$ cat src/rtl/mem_arbiter_2to1_if.sv
// Mem_ift: memory port with independent read and write request/reply channels.
interface Mem_ift #(
  parameter int unsigned DATA_WIDTH = 64,
  parameter int unsigned ADDR_WIDTH = 64
);
  localparam int unsigned StrbW = DATA_WIDTH / 8;

  logic                  r_request_valid;
  logic                  r_request_ready;
  logic [ADDR_WIDTH-1:0] raddr;
  logic                  r_reply_valid;
  logic                  r_reply_ready;
  logic [DATA_WIDTH-1:0] rdata;
  logic [1:0]            rresp;

  logic                  w_request_valid;
  logic                  w_request_ready;
  logic [ADDR_WIDTH-1:0] waddr;
  logic [DATA_WIDTH-1:0] wdata;
  logic [StrbW-1:0]      wstrb;
  logic                  w_reply_valid;
  logic                  w_reply_ready;
  logic [1:0]            bresp;

  modport Master (
    output r_request_valid, raddr, r_reply_ready,
    input  r_request_ready, r_reply_valid, rdata, rresp,
    output w_request_valid, waddr, wdata, wstrb, w_reply_ready,
    input  w_request_ready, w_reply_valid, bresp
  );

  modport Slave (
    input  r_request_valid, raddr, r_reply_ready,
    output r_request_ready, r_reply_valid, rdata, rresp,
    input  w_request_valid, waddr, wdata, wstrb, w_reply_ready,
    output w_request_ready, w_reply_valid, bresp
  );
endinterface

$ cat src/rtl/mem_arbiter_2to1.sv
// Two-requester to one-slave Mem_ift arbiter; read and write channels arbitrate independently.
// Define MEM_ARB_FIXED_PRIORITY_EN to make master0 always win contention (default round-robin).

// One channel: grant FSM with one outstanding transaction and reply routing by owner.
module mem_arb_chan (
  input  logic       clk,
  input  logic       rstn,
  input  logic [1:0] req_valid_i,
  output logic [1:0] req_ready_c,
  output logic       slv_req_valid_c,
  input  logic       slv_req_ready_i,
  input  logic       slv_rep_valid_i,
  output logic       slv_rep_ready_c,
  output logic [1:0] rep_valid_c,
  input  logic [1:0] rep_ready_i,
  output logic       route_c
);
  typedef enum logic [1:0] {IDLE, REQ, WAIT_REPLY} state_e;

  state_e state_q, state_d;
  logic   own_q, own_d;
  logic   prio_q, prio_d;
  logic   sel_c, has_c;

  // Prefer the priority holder, fall back to the other requester.
  always_comb begin
    sel_c = prio_q;
    has_c = 1'b1;
    if (!req_valid_i[prio_q]) begin
      sel_c = ~prio_q;
      has_c = req_valid_i[~prio_q];
    end
  end

  always_comb begin
    state_d         = state_q;
    own_d           = own_q;
    prio_d          = prio_q;
    route_c         = own_q;
    slv_req_valid_c = 1'b0;
    req_ready_c     = '0;
    slv_rep_ready_c = 1'b0;
    rep_valid_c     = '0;
    case (state_q)
      IDLE: begin
        route_c            = sel_c;
        slv_req_valid_c    = has_c;
        req_ready_c[sel_c] = has_c & slv_req_ready_i;
        if (has_c) begin
          own_d   = sel_c;
          state_d = slv_req_ready_i ? WAIT_REPLY : REQ;
        end
      end
      REQ: begin
        slv_req_valid_c    = req_valid_i[own_q];
        req_ready_c[own_q] = slv_req_ready_i;
        if (req_valid_i[own_q] && slv_req_ready_i) state_d = WAIT_REPLY;
      end
      WAIT_REPLY: begin
        rep_valid_c[own_q] = slv_rep_valid_i;
        slv_rep_ready_c    = rep_ready_i[own_q];
        if (slv_rep_valid_i && rep_ready_i[own_q]) begin
          state_d = IDLE;
`ifdef MEM_ARB_FIXED_PRIORITY_EN
          prio_d  = 1'b0;
`else
          prio_d  = ~own_q;
`endif
        end
      end
      default: state_d = IDLE;
    endcase
    // Handshake outputs stay low for the whole reset assertion.
    if (!rstn) begin
      slv_req_valid_c = 1'b0;
      req_ready_c     = '0;
      slv_rep_ready_c = 1'b0;
      rep_valid_c     = '0;
    end
  end

  always_ff @(posedge clk or negedge rstn) begin
    if (!rstn) begin
      state_q <= IDLE;
      own_q   <= 1'b0;
      prio_q  <= 1'b0;
    end else begin
      state_q <= state_d;
      own_q   <= own_d;
      prio_q  <= prio_d;
    end
  end

  a_reply_only_when_waiting: assert property (@(posedge clk) disable iff (!rstn)
    slv_rep_valid_i |-> (state_q == WAIT_REPLY));
endmodule

module mem_arbiter_2to1 #(
  parameter int unsigned DATA_WIDTH = 64,
  parameter int unsigned ADDR_WIDTH = 64
) (
  input logic   clk,
  input logic   rstn,
  Mem_ift.Slave  master0,
  Mem_ift.Slave  master1,
  Mem_ift.Master slave0
);
  localparam int unsigned StrbW = DATA_WIDTH / 8;

  logic                  r_route_c, w_route_c;
  logic [1:0]            r_req_ready_c, r_rep_valid_c;
  logic [1:0]            w_req_ready_c, w_rep_valid_c;
  logic [ADDR_WIDTH-1:0] raddr_c, waddr_c;
  logic [DATA_WIDTH-1:0] wdata_c;
  logic [StrbW-1:0]      wstrb_c;

  mem_arb_chan u_r_chan (
    .clk             (clk),
    .rstn            (rstn),
    .req_valid_i     ({master1.r_request_valid, master0.r_request_valid}),
    .req_ready_c     (r_req_ready_c),
    .slv_req_valid_c (slave0.r_request_valid),
    .slv_req_ready_i (slave0.r_request_ready),
    .slv_rep_valid_i (slave0.r_reply_valid),
    .slv_rep_ready_c (slave0.r_reply_ready),
    .rep_valid_c     (r_rep_valid_c),
    .rep_ready_i     ({master1.r_reply_ready, master0.r_reply_ready}),
    .route_c         (r_route_c)
  );

  mem_arb_chan u_w_chan (
    .clk             (clk),
    .rstn            (rstn),
    .req_valid_i     ({master1.w_request_valid, master0.w_request_valid}),
    .req_ready_c     (w_req_ready_c),
    .slv_req_valid_c (slave0.w_request_valid),
    .slv_req_ready_i (slave0.w_request_ready),
    .slv_rep_valid_i (slave0.w_reply_valid),
    .slv_rep_ready_c (slave0.w_reply_ready),
    .rep_valid_c     (w_rep_valid_c),
    .rep_ready_i     ({master1.w_reply_ready, master0.w_reply_ready}),
    .route_c         (w_route_c)
  );

  // Request payload follows the granted master; reply payload is broadcast, qualified by valid.
  assign raddr_c = r_route_c ? master1.raddr : master0.raddr;
  assign waddr_c = w_route_c ? master1.waddr : master0.waddr;
  assign wdata_c = w_route_c ? master1.wdata : master0.wdata;
  assign wstrb_c = w_route_c ? master1.wstrb : master0.wstrb;

  assign slave0.raddr = raddr_c;
  assign slave0.waddr = waddr_c;
  assign slave0.wdata = wdata_c;
  assign slave0.wstrb = wstrb_c;

  assign master0.r_request_ready = r_req_ready_c[0];
  assign master1.r_request_ready = r_req_ready_c[1];
  assign master0.r_reply_valid   = r_rep_valid_c[0];
  assign master1.r_reply_valid   = r_rep_valid_c[1];
  assign master0.rdata           = slave0.rdata;
  assign master1.rdata           = slave0.rdata;
  assign master0.rresp           = slave0.rresp;
  assign master1.rresp           = slave0.rresp;

  assign master0.w_request_ready = w_req_ready_c[0];
  assign master1.w_request_ready = w_req_ready_c[1];
  assign master0.w_reply_valid   = w_rep_valid_c[0];
  assign master1.w_reply_valid   = w_rep_valid_c[1];
  assign master0.bresp           = slave0.bresp;
  assign master1.bresp           = slave0.bresp;
endmodule
$ cat src/flat_wrapper.sv
// flat-port wrapper written by rule: the top's interface ports become plain ports
module mem_arbiter_2to1_flat 
#(
  parameter int unsigned DATA_WIDTH = 64,
  parameter int unsigned ADDR_WIDTH = 64
)
  (clk, rstn, master0_r_request_valid, master0_raddr, master0_r_reply_ready, master0_r_request_ready, master0_r_reply_valid, master0_rdata, master0_rresp, master0_w_request_valid, master0_waddr, master0_wdata, master0_wstrb, master0_w_reply_ready, master0_w_request_ready, master0_w_reply_valid, master0_bresp, master1_r_request_valid, master1_raddr, master1_r_reply_ready, master1_r_request_ready, master1_r_reply_valid, master1_rdata, master1_rresp, master1_w_request_valid, master1_waddr, master1_wdata, master1_wstrb, master1_w_reply_ready, master1_w_request_ready, master1_w_reply_valid, master1_bresp, slave0_r_request_valid, slave0_raddr, slave0_r_reply_ready, slave0_r_request_ready, slave0_r_reply_valid, slave0_rdata, slave0_rresp, slave0_w_request_valid, slave0_waddr, slave0_wdata, slave0_wstrb, slave0_w_reply_ready, slave0_w_request_ready, slave0_w_reply_valid, slave0_bresp);
  Mem_ift #(.DATA_WIDTH(DATA_WIDTH), .ADDR_WIDTH(ADDR_WIDTH)) master0_i ();
  Mem_ift #(.DATA_WIDTH(DATA_WIDTH), .ADDR_WIDTH(ADDR_WIDTH)) master1_i ();
  Mem_ift #(.DATA_WIDTH(DATA_WIDTH), .ADDR_WIDTH(ADDR_WIDTH)) slave0_i ();
  input logic clk;
  input logic rstn;
  input wire logic [$bits(master0_i.r_request_valid)-1:0] master0_r_request_valid;
  input wire logic [$bits(master0_i.raddr)-1:0] master0_raddr;
  input wire logic [$bits(master0_i.r_reply_ready)-1:0] master0_r_reply_ready;
  output wire logic [$bits(master0_i.r_request_ready)-1:0] master0_r_request_ready;
  output wire logic [$bits(master0_i.r_reply_valid)-1:0] master0_r_reply_valid;
  output wire logic [$bits(master0_i.rdata)-1:0] master0_rdata;
  output wire logic [$bits(master0_i.rresp)-1:0] master0_rresp;
  input wire logic [$bits(master0_i.w_request_valid)-1:0] master0_w_request_valid;
  input wire logic [$bits(master0_i.waddr)-1:0] master0_waddr;
  input wire logic [$bits(master0_i.wdata)-1:0] master0_wdata;
  input wire logic [$bits(master0_i.wstrb)-1:0] master0_wstrb;
  input wire logic [$bits(master0_i.w_reply_ready)-1:0] master0_w_reply_ready;
  output wire logic [$bits(master0_i.w_request_ready)-1:0] master0_w_request_ready;
  output wire logic [$bits(master0_i.w_reply_valid)-1:0] master0_w_reply_valid;
  output wire logic [$bits(master0_i.bresp)-1:0] master0_bresp;
  input wire logic [$bits(master1_i.r_request_valid)-1:0] master1_r_request_valid;
  input wire logic [$bits(master1_i.raddr)-1:0] master1_raddr;
  input wire logic [$bits(master1_i.r_reply_ready)-1:0] master1_r_reply_ready;
  output wire logic [$bits(master1_i.r_request_ready)-1:0] master1_r_request_ready;
  output wire logic [$bits(master1_i.r_reply_valid)-1:0] master1_r_reply_valid;
  output wire logic [$bits(master1_i.rdata)-1:0] master1_rdata;
  output wire logic [$bits(master1_i.rresp)-1:0] master1_rresp;
  input wire logic [$bits(master1_i.w_request_valid)-1:0] master1_w_request_valid;
  input wire logic [$bits(master1_i.waddr)-1:0] master1_waddr;
  input wire logic [$bits(master1_i.wdata)-1:0] master1_wdata;
  input wire logic [$bits(master1_i.wstrb)-1:0] master1_wstrb;
  input wire logic [$bits(master1_i.w_reply_ready)-1:0] master1_w_reply_ready;
  output wire logic [$bits(master1_i.w_request_ready)-1:0] master1_w_request_ready;
  output wire logic [$bits(master1_i.w_reply_valid)-1:0] master1_w_reply_valid;
  output wire logic [$bits(master1_i.bresp)-1:0] master1_bresp;
  output wire logic [$bits(slave0_i.r_request_valid)-1:0] slave0_r_request_valid;
  output wire logic [$bits(slave0_i.raddr)-1:0] slave0_raddr;
  output wire logic [$bits(slave0_i.r_reply_ready)-1:0] slave0_r_reply_ready;
  input wire logic [$bits(slave0_i.r_request_ready)-1:0] slave0_r_request_ready;
  input wire logic [$bits(slave0_i.r_reply_valid)-1:0] slave0_r_reply_valid;
  input wire logic [$bits(slave0_i.rdata)-1:0] slave0_rdata;
  input wire logic [$bits(slave0_i.rresp)-1:0] slave0_rresp;
  output wire logic [$bits(slave0_i.w_request_valid)-1:0] slave0_w_request_valid;
  output wire logic [$bits(slave0_i.waddr)-1:0] slave0_waddr;
  output wire logic [$bits(slave0_i.wdata)-1:0] slave0_wdata;
  output wire logic [$bits(slave0_i.wstrb)-1:0] slave0_wstrb;
  output wire logic [$bits(slave0_i.w_reply_ready)-1:0] slave0_w_reply_ready;
  input wire logic [$bits(slave0_i.w_request_ready)-1:0] slave0_w_request_ready;
  input wire logic [$bits(slave0_i.w_reply_valid)-1:0] slave0_w_reply_valid;
  input wire logic [$bits(slave0_i.bresp)-1:0] slave0_bresp;
  assign master0_i.r_request_valid = master0_r_request_valid;
  assign master0_i.raddr = master0_raddr;
  assign master0_i.r_reply_ready = master0_r_reply_ready;
  assign master0_r_request_ready = master0_i.r_request_ready;
  assign master0_r_reply_valid = master0_i.r_reply_valid;
  assign master0_rdata = master0_i.rdata;
  assign master0_rresp = master0_i.rresp;
  assign master0_i.w_request_valid = master0_w_request_valid;
  assign master0_i.waddr = master0_waddr;
  assign master0_i.wdata = master0_wdata;
  assign master0_i.wstrb = master0_wstrb;
  assign master0_i.w_reply_ready = master0_w_reply_ready;
  assign master0_w_request_ready = master0_i.w_request_ready;
  assign master0_w_reply_valid = master0_i.w_reply_valid;
  assign master0_bresp = master0_i.bresp;
  assign master1_i.r_request_valid = master1_r_request_valid;
  assign master1_i.raddr = master1_raddr;
  assign master1_i.r_reply_ready = master1_r_reply_ready;
  assign master1_r_request_ready = master1_i.r_request_ready;
  assign master1_r_reply_valid = master1_i.r_reply_valid;
  assign master1_rdata = master1_i.rdata;
  assign master1_rresp = master1_i.rresp;
  assign master1_i.w_request_valid = master1_w_request_valid;
  assign master1_i.waddr = master1_waddr;
  assign master1_i.wdata = master1_wdata;
  assign master1_i.wstrb = master1_wstrb;
  assign master1_i.w_reply_ready = master1_w_reply_ready;
  assign master1_w_request_ready = master1_i.w_request_ready;
  assign master1_w_reply_valid = master1_i.w_reply_valid;
  assign master1_bresp = master1_i.bresp;
  assign slave0_r_request_valid = slave0_i.r_request_valid;
  assign slave0_raddr = slave0_i.raddr;
  assign slave0_r_reply_ready = slave0_i.r_reply_ready;
  assign slave0_i.r_request_ready = slave0_r_request_ready;
  assign slave0_i.r_reply_valid = slave0_r_reply_valid;
  assign slave0_i.rdata = slave0_rdata;
  assign slave0_i.rresp = slave0_rresp;
  assign slave0_w_request_valid = slave0_i.w_request_valid;
  assign slave0_waddr = slave0_i.waddr;
  assign slave0_wdata = slave0_i.wdata;
  assign slave0_wstrb = slave0_i.wstrb;
  assign slave0_w_reply_ready = slave0_i.w_reply_ready;
  assign slave0_i.w_request_ready = slave0_w_request_ready;
  assign slave0_i.w_reply_valid = slave0_w_reply_valid;
  assign slave0_i.bresp = slave0_bresp;
  mem_arbiter_2to1 #(.DATA_WIDTH(DATA_WIDTH), .ADDR_WIDTH(ADDR_WIDTH)) u_core (.clk(clk), .rstn(rstn), .master0(master0_i), .master1(master1_i), .slave0(slave0_i));
endmodule
$ cat config.mk
export PLATFORM = sky130hd
export DESIGN_NAME = mem_arbiter_2to1_flat
export DESIGN_NICKNAME = d
export VERILOG_FILES = /design/src/rtl/mem_arbiter_2to1_if.sv /design/src/rtl/mem_arbiter_2to1.sv /design/src/flat_wrapper.sv
export SDC_FILE = /design/constraint.sdc
export NUM_CORES = 1
export LEC_CHECK = 0
export CAP_MARGIN = 20
export CORE_AREA = 2 2 322 324
export CTS_BUF_LIST = sky130_fd_sc_hd__clkbuf_8
export DETAILED_ROUTE_END_ITERATION = 16
export DIE_AREA = 0 0 324 326
export SLEW_MARGIN = 20
export SYNTH_ARGS = -nofsm -noshare
export SYNTH_HDL_FRONTEND = slang
export SYNTH_HIERARCHICAL = 1
export SYNTH_SLANG_ARGS = --single-unit
$ cat constraint.sdc
create_clock -name clk -period 5.16 [get_ports clk]
set_input_delay 0.516 -clock clk [delete_from_list [all_inputs] [get_ports clk]]
set_output_delay 0.516 -clock clk [all_outputs]
set_load 0.005 [all_outputs]
Yosys cells after proc, flatten, opt, wreduce, memory -nomap -nowiden. Cells that the tools add are included.

Flip-flop bits (word level): 8. Input bits: 482.

Magnitude comparators: 12. Equality and inequality tests: 10. Muxes and demuxes: 60. Bitwise logic cells: 12. Reductions and logical operators: 16.

Operators with widths (number): 64-bit 2-to-1 mux (3); 1-bit 2-to-1 mux (32); 2-bit 2-to-1 mux (14); 1-bit by 2-bit less-than comparator with 1-bit output (second input constant) (8); 2-bit AND (6); 2-bit != test (second input constant) (6); 2-bit case mux with 3 select lines (2); 1-bit logical AND (8); 8-bit 2-to-1 mux (1); 2-bit case mux with 2 select lines (2); 2-bit AND reduction (4); 3-bit AND reduction (2); 1-bit demux with 1-bit select (4); 2-bit by 1-bit == test with 1-bit output (second input constant) (2); 2-bit == test (second input constant) (2); 1-bit >= comparator (second input constant) (4); 2-bit logical NOT (2); 1-bit inverter (4); 1-bit case mux with 2 select lines (2); 1-bit AND (2).

Logic depth before layout (Yosys ltp). Gate-level depths: netlist of run 1.

Word-level depth: 10. Depth in mapped cells: 8.

Modules after synthesis. The synthesis of run 1 kept the hierarchy.

By module, submodules not included: mem_arbiter_2to1 (times used 1, cells each 358, area an instance 3585.9 sq um, sequential area each 0.0 sq um); mem_arb_chan (u_core.u_w_chan) (times used 1, cells each 46, area an instance 346.6 sq um, sequential area each 100.1 sq um); mem_arb_chan (u_core.u_r_chan) (times used 1, cells each 40, area an instance 339.1 sq um, sequential area each 100.1 sq um).

Least setup slack after synthesis of run 1. No wires, ideal clock.

Kind: flip-flop to output port. Start point: register u_core.u_w_chan.state_q[0]. End point: output slave0_wdata[29]. Arrival time: 1.533 ns. Slack: 3.111 ns. Stages on the path, launching flop included: 9. Path through: dfrtp_1 buf_2 nor2_1 nand3_1 nand2_1 buf_6 buf_6 buf_6 mux2_4.

Cells in the longest elaborated chain, start to end: 3.

Ends and longest elaborated chain: from (decl) (RTL line mem_arbiter_2to1.sv:20) `state_e state_q, state_d;`; from (signal assigned) (RTL line mem_arbiter_2to1.sv:88) `state_q <= state_d;`; 2-bit logical NOT (RTL line mem_arbiter_2to1.sv:44) `case (state_q)`; 1-bit 2-to-1 mux (RTL line mem_arbiter_2to1.sv:44); net u_core.w_route_c (RTL line mem_arbiter_2to1.sv:110) `logic r_route_c, w_route_c;`; 64-bit 2-to-1 mux (RTL line mem_arbiter_2to1.sv:148) `assign wdata_c = w_route_c ? master1.wdata : master0.wdata;`; to (decl) (RTL line flat_wrapper.sv:52) `output wire logic [$bits(slave0_i.wdata)-1:0] slave0_wdata;`.

The timed path passes the listed nets, and every way through them passes these cells.

Worst setup path after layout of run 1.
Start point: input master1_w_request_valid. End point: output slave0_wdata[61].

Cells in the longest elaborated chain, start to end: 5.

Ends and longest elaborated chain: from (decl) (RTL line flat_wrapper.sv:35) `input wire logic [$bits(master1_i.w_request_valid)-1:0] master1_w_request_valid;`; 1-bit 2-to-1 mux (implied by the code) (2 in a row) (RTL line mem_arbiter_2to1.sv:29) `if (!req_valid_i[prio_q]) begin`; 1-bit 2-to-1 mux (RTL line mem_arbiter_2to1.sv:29); 1-bit 2-to-1 mux (RTL line mem_arbiter_2to1.sv:44); net u_core.w_route_c (RTL line mem_arbiter_2to1.sv:110); 64-bit 2-to-1 mux (RTL line mem_arbiter_2to1.sv:148).

The timed path passes the listed nets, and every way through them passes these cells. The select of a mux whose other input is x is not followed.

==> results of run 1 <==
cells in the mapped netlist, drive strengths merged:
cell type / number
or3b: 1
nor4b: 1
mux2: 200
or3: 1
o21bai: 1
o21ai: 6
and3b: 2
a2111oi: 1
nand2b: 7
nor2b: 2
and2b: 1
nor2: 5
nor3: 1
mux2i: 4
o22ai: 2
a211o: 1
a21boi: 1
dfrtp: 8
a31oi: 1
nand2: 8
nor3b: 2
inv: 3
nand3b: 4
and3: 3
a21oi: 15
nand3: 2
buf: 161
worst register-to-register path, cell delays in order (launching register included):
cell and delay (ns):
dfrtp_1 0.46, nor3b_2 0.20, or3b_1 0.37, o22ai_2 0.14
routing by layer:
layer / vias up / track usage (%) / part of all wire [%]
met5: - / 0 / 0.15
met4: 12 / 2.02 / 2.5
met3: 127 / 4.78 / 14
met2: 457 / 13.6 / 43
met1: 2420 / 10.5 / 40
li1: 2378 / - / -
logic make-up after synthesis:
logic type / count (synthesis) / synth area share (%)
compound gates: 28 / 3.84
buf+inv: 164 / 28.5
flops: 8 / 4.69
mux: 204 / 57.2
simple gates: 40 / 5.77
per-stage QoR:
step | total power [mW] | worst slack (ns) | utilization, %
floorplan | 2.02 | 3.11 | -
global placement | 4.51 | 1.14 | 10.9
detailed placement | 4.51 | 1.17 | 10.9
CTS | 4.62 | 1.17 | 10.9
global route | 4.77 | 1.06 | 10.9
finish | 4.45 | 1.22 | 10.9
power breakdown:
group / internal, mW / switching, mW
Clock: 0.0507 / 0.0261
Combinational: 2.44 / 1.78
Sequential: 0.0894 / 0.0587
registers in the layout, summed over array words and instances, names as in the netlist:
register / cells
u_core/u_r_chan/state_q: 2
u_core/u_w_chan/state_q: 2
u_core/u_r_chan/own_q: 1
u_core/u_r_chan/prio_q: 1
u_core/u_w_chan/own_q: 1
u_core/u_w_chan/prio_q: 1
worst paths after layout:
check	slack, ns	endpoint
worst max-delay path	1.22	slave0_wdata[61]
worst min register to register	0.55	u_core/u_r_chan/state_q[0]
max in group asynchronous	4.04	u_core/u_r_chan/own_q
worst max register to register	3.92	u_core/u_r_chan/state_q[1]
worst min-delay path	0.55	u_core/u_r_chan/state_q[0]
min in group asynchronous	0.70	u_core/u_w_chan/state_q[1]
final cells by class:
type	instances	area (sq um)	share of cell area, %
flip-flops and latches	8	200	1.79
inverters	3	11.3	0.101
multi-input cells	272	2870	25.7
well taps	1380	1730	15.4
repair buffers	630	6330	56.6
clock buffers	3	41.3	0.369
diodes	1	2.50	0.0224
==> flow_summary_export.csv, run 1 <==
group,metric,value,unit
final_layout,syn2layout_area_growth,162,%
timing,finalClockSkew,0.000109,ns
critical_path,crit_path_max_incr_delay,0.66,ns
yosys,synth-warning-count,6,
yosys,synth_area_leaders,"mux2_2, buf_4, mux2_4",
worst_hold_path,min_path_type,"reg -> reg",
critical_path,crit_required,4.64,ns
clock_network,clock-root-buffer,"clkbuf_8",
yosys,ys_ff_latch,8,
yosys,yosysUniqueCellTypes,35,
place,dpl.cell_count,2293,
timing,hold_slack,0.546,ns
floorplanning,die_x,324,um
job,max-cap-violations,0,
critical_path,crit_start,"master1_w_request_valid",
timing,maxSlewHeadroom,56.0,%
critical_path,crit_family,"buffers and inverters",
floorplanning,num_rows,118,
clock_network,clkLatencyLatePin,0.23,ns
critical_path,path_cells,"clkdlybuf4s50_1 -> nand2b_1 -> nand3_1 -> nand2_4 -> buf_12 -> mux2_4 -> clkdlybuf4s50_1",
final_layout,fin_nets,1400,
critical_path,critPathKind,"in -> out",
yosys,yosys.area.top_type,"mux2_2",
route,routedWlPerCell,21.5,um
floorplanning,dieArea,0.106,sq mm
timing,slew_violations,0,
place,placement.io_buffers,625,
timing,timing.final.hold_violations,0,
floorplanning,ios,830,
final_layout,instances_no_fill,2297,
place,gp_congestion,0.866,
place,dpl_cell_area,0.0111,sq mm
grt,grt_pass1_vias,5787,
yosys,synth_area,0.00427,sq mm
yosys,synth_top_area_share,42.2,%
clock_network,cts_tree,"built",
place,dpl.hpwl,45.7,mm
critical_path,reg2reg_depth,3,
yosys,synth_nets,926,
grt,grt_antenna_before_repair,23,
pwr,power_density,398,mW/mm^2
critical_path,cp-start-kind,"input pin",
clock_network,ctsResizeCount,0,
yosys,syn_area_per_cell,9.62,sq um
timing,worst_pin_slew,0.658,ns
timing,setup_tns,0,ns
pwr,power_leakage,3.73,nW
critical_path,worst_path_max_delay_cell,"clkdlybuf4s50_1",
clock_network,cts.sinks,8,
clock_network,cts_buffers,3,
critical_path,critical_path_buf_inv_count,3,
route,dr.pass1.iters,6,
yosys,synth-seq-area-share,4.69,%
timing,setup-violations-final,0,
route,viasPerCell,2.35,
clock_network,hold_buffers,0,
critical_path,cpMostUsedCell,"clkdlybuf4s50_1",
critical_path,arrival,3.43,ns
clock_network,ctsLongestPathBuffers,2,
critical_path,r2r-start,"u_core/u_r_chan/state_q[0]",
clock_network,htreeDepth,1,
clock_network,post_cts_buffers,0,
final_layout,drive_gt1_share,23.4,%
final_layout,mostFrequentLayoutCell,"clkdlybuf4s50_1",
timing,post-route-min-period,3.94,ns
clock_network,clk_pin_slew,0.04,ns
timing,fmax,254,MHz
route,route.detailed.drc,0,
final_layout,fillCellCount,11800,
critical_path,worstSetupEndpointType,"output port",
grt,track_usage,8.77,%
grt,grt_max_degree,65,
critical_path,path_depth,7,
route,ant_nets,0,
final_layout,final_cell_area,0.0112,sq mm
status,status,"complete, no violations",
final_layout,final_cell_mix,"clkdlybuf4s50_1, mux2_2, mux2_4",
route,vias,5394,
worst_hold_path,worstHoldStart,"u_core/u_r_chan/state_q[1]",
floorplanning,start_util,4.16,%
route,drt_iter0_markers,140,
pwr,ir_drop,0.367,mV
grt,grt_overflow_total,0,
floorplanning,core_area,0.103,sq mm
critical_path,cp_max_fo,50,
yosys,netlist_instances,444,
route,drt-total-wl,49.5,mm
grt,grt_pass1_wl,60.3,mm
timing,rsz0062_at_grt,"no",
worst_hold_path,hold_depth,1,
timing,finalCritPeriodShare,76.4,%
floorplanning,die_h,326,um
(Power assumes the default switching activity.)
==> run 2, diff against run 1 <==
--- a/config.mk
+++ b/config.mk
@@ -6,10 +6,10 @@
 export NUM_CORES = 1
 export LEC_CHECK = 0
 export CAP_MARGIN = 20
-export CORE_AREA = 2 2 322 324
+export CORE_AREA = 2 2 319 321
 export CTS_BUF_LIST = sky130_fd_sc_hd__clkbuf_8
 export DETAILED_ROUTE_END_ITERATION = 16
-export DIE_AREA = 0 0 324 326
+export DIE_AREA = 0 0 321 323
 export SLEW_MARGIN = 20
 export SYNTH_ARGS = -nofsm -noshare
 export SYNTH_HDL_FRONTEND = slang
==> constraint.sdc (replaced) <==
create_clock -name clk -period 4.1 [get_ports clk]
set_input_delay 0.41 -clock clk [delete_from_list [all_inputs] [get_ports clk]]
set_output_delay 0.41 -clock clk [all_outputs]
set_load 0.005 [all_outputs]
==> flow_summary_export.csv, run 2 (same netlist as run 1, synthesis figures left out) <==
group,metric,value,unit
timing,setup-violations-final,0,
final_layout,reg_top3,"u_core/u_r_chan/state_q x2, u_core/u_w_chan/state_q x2",
critical_path,worst_path_max_delay_cell,"clkdlybuf4s50_1",
clock_network,clkLatencyLatePin,0.22,ns
clock_network,ctsResizeCount,0,
grt,grt_pass1_vias,5584,
timing,slew_violations,0,
clock_network,post_cts_buffers,0,
timing,setup_tns,0,ns
place,placement.io_buffers,625,
timing,post-route-min-period,3.47,ns
timing,rsz0062_at_grt,"no",
route,routedWlPerCell,17.9,um
final_layout,syn2layout_area_growth,162,%
critical_path,cp_max_fo,31,
floorplanning,die_h,323,um
grt,track_usage,7.09,%
clock_network,htreeDepth,1,
floorplanning,dieArea,0.104,sq mm
floorplanning,core_area,0.101,sq mm
floorplanning,num_rows,117,
route,dr.pass1.iters,4,
grt,grt_antenna_before_repair,14,
route,vias,5341,
critical_path,path_cells,"clkdlybuf4s50_1 -> nand2b_1 -> nand3_1 -> nand2_4 -> buf_12 -> buf_4 -> mux2_4 -> clkdlybuf4s50_1",
grt,met1_usage,7.89,%
route,route.detailed.drc,0,
critical_path,reg2reg_depth,3,
critical_path,crit_path_max_incr_delay,0.67,ns
final_layout,instances_no_fill,2243,
worst_hold_path,min_path_type,"in -> async",
route,drt_iter0_markers,63,
final_layout,final_cell_area,0.0112,sq mm
place,dpl.hpwl,37.0,mm
place,dp_slack,0.605,ns
critical_path,critPathKind,"in -> out",
critical_path,cpMostUsedCell,"clkdlybuf4s50_1",
clock_network,clk_pin_slew,0.04,ns
floorplanning,start_util,4.24,%
pwr,ir_drop,0.416,mV
place,gp_congestion,0.889,
critical_path,arrival,3.06,ns
final_layout,post-route-util,11.1,%
final_layout,mostFrequentLayoutCell,"clkdlybuf4s50_1",
final_layout,drive_gt1_share,24.7,%
route,drt-total-wl,40.2,mm
grt,met2_usage,11.5,%
timing,finalClockSkew,0.000587,ns
clock_network,cts_tree,"built",
clock_network,cts_buffers,3,
route,ant_nets,0,
pwr,power_leakage,3.80,nW
timing,worst_slack,0.628,ns
clock_network,hold_buffers,0,
job,max-cap-violations,0,
timing,timing.final.hold_violations,0,
grt,grt_pass1_wl,49.2,mm
final_layout,fin_nets,1414,
grt,use_met3,3.73,%
place,dpl_cell_area,0.0112,sq mm
pwr,power_density,489,mW/mm^2
timing,fmax,288,MHz
clock_network,cts.sinks,8,
final_layout,final_cell_mix,"clkdlybuf4s50_1, mux2_2, mux2_4",
floorplanning,die_x,321,um
critical_path,crit_required,3.69,ns
status,status,"complete, no violations",
place,dpl.cell_count,2236,
floorplanning,ios,830,
critical_path,cp-start-kind,"input pin",
clock_network,ctsLongestPathBuffers,2,
critical_path,worstSetupEndpointType,"output port",
grt,grt_overflow_total,0,
grt,grt_busiest_layer,"met2",
clock_network,clock-root-buffer,"clkbuf_8",
critical_path,rrSetupSlack,2.85,ns
route,viasPerCell,2.38,
timing,worst_pin_slew,0.788,ns
timing,maxSlewHeadroom,46.7,%
timing,finalCritPeriodShare,84.7,%
grt,grt_max_degree,32,
run 2: cell types whose count changed in the layout (fill, tap and decap cells not counted):
cell             delta
buf_12              -1
diode_2             +3
buf_16              +1
clkdlybuf4s50_1     -2
buf_4              +16
run 2: path summary, 6_finish.rpt:
check / startpoint / endpoint
setup / recovery: master1_w_request_valid / slave0_wdata[52]
min in group clk: u_core/u_r_chan/state_q[1] / u_core/u_r_chan/state_q[0]
hold / removal: rstn / u_core/u_w_chan/own_q
max in group asynchronous: rstn / u_core/u_w_chan/state_q[0]
setup reg to reg: u_core/u_r_chan/state_q[0] / u_core/u_r_chan/state_q[1]
hold reg to reg: u_core/u_r_chan/state_q[1] / u_core/u_r_chan/state_q[0]
run 2: report_power, final:
part           internal [mW]  switching [mW]  total, mW
clock                 0.0636          0.0305     0.0941
sequential             0.113          0.0733      0.186
combinational           3.18            2.02       5.20
run 2: routing by layer:
metal	routed length (um)	share of wire [%]
met1	15200	38
met3	5370	13
met2	18100	45
met4	1430	3.6
met5	109	0.27
run 2: final cells by class:
| cell class | instances | area (sq um) |
|---|---|---|
| well taps | 1309 | 1640 |
| multi-input cells | 272 | 2870 |
| inverters | 3 | 11.3 |
| repair buffers | 644 | 6440 |
| flip-flops and latches | 8 | 200 |
| clock buffers | 3 | 41.3 |
| diodes | 4 | 10.0 |
| fillers | 11600 | 89500 |
run 2: per-stage QoR:
stage	total power [mW]	hold WS, ns
2_1_floorplan	2.55	0.114
3_3_place_gp	5.46	0.524
3_5_place_dp	5.49	0.534
4_1_cts	5.63	0.487
5_1_grt	5.84	0.503
6_report	5.48	0.485
run 2: worst max-delay path, delay by kind of cell:
kind	cells	cell delay, ns
mux	1	0.32
buf+inv	4	1.70
simple gates	3	0.54
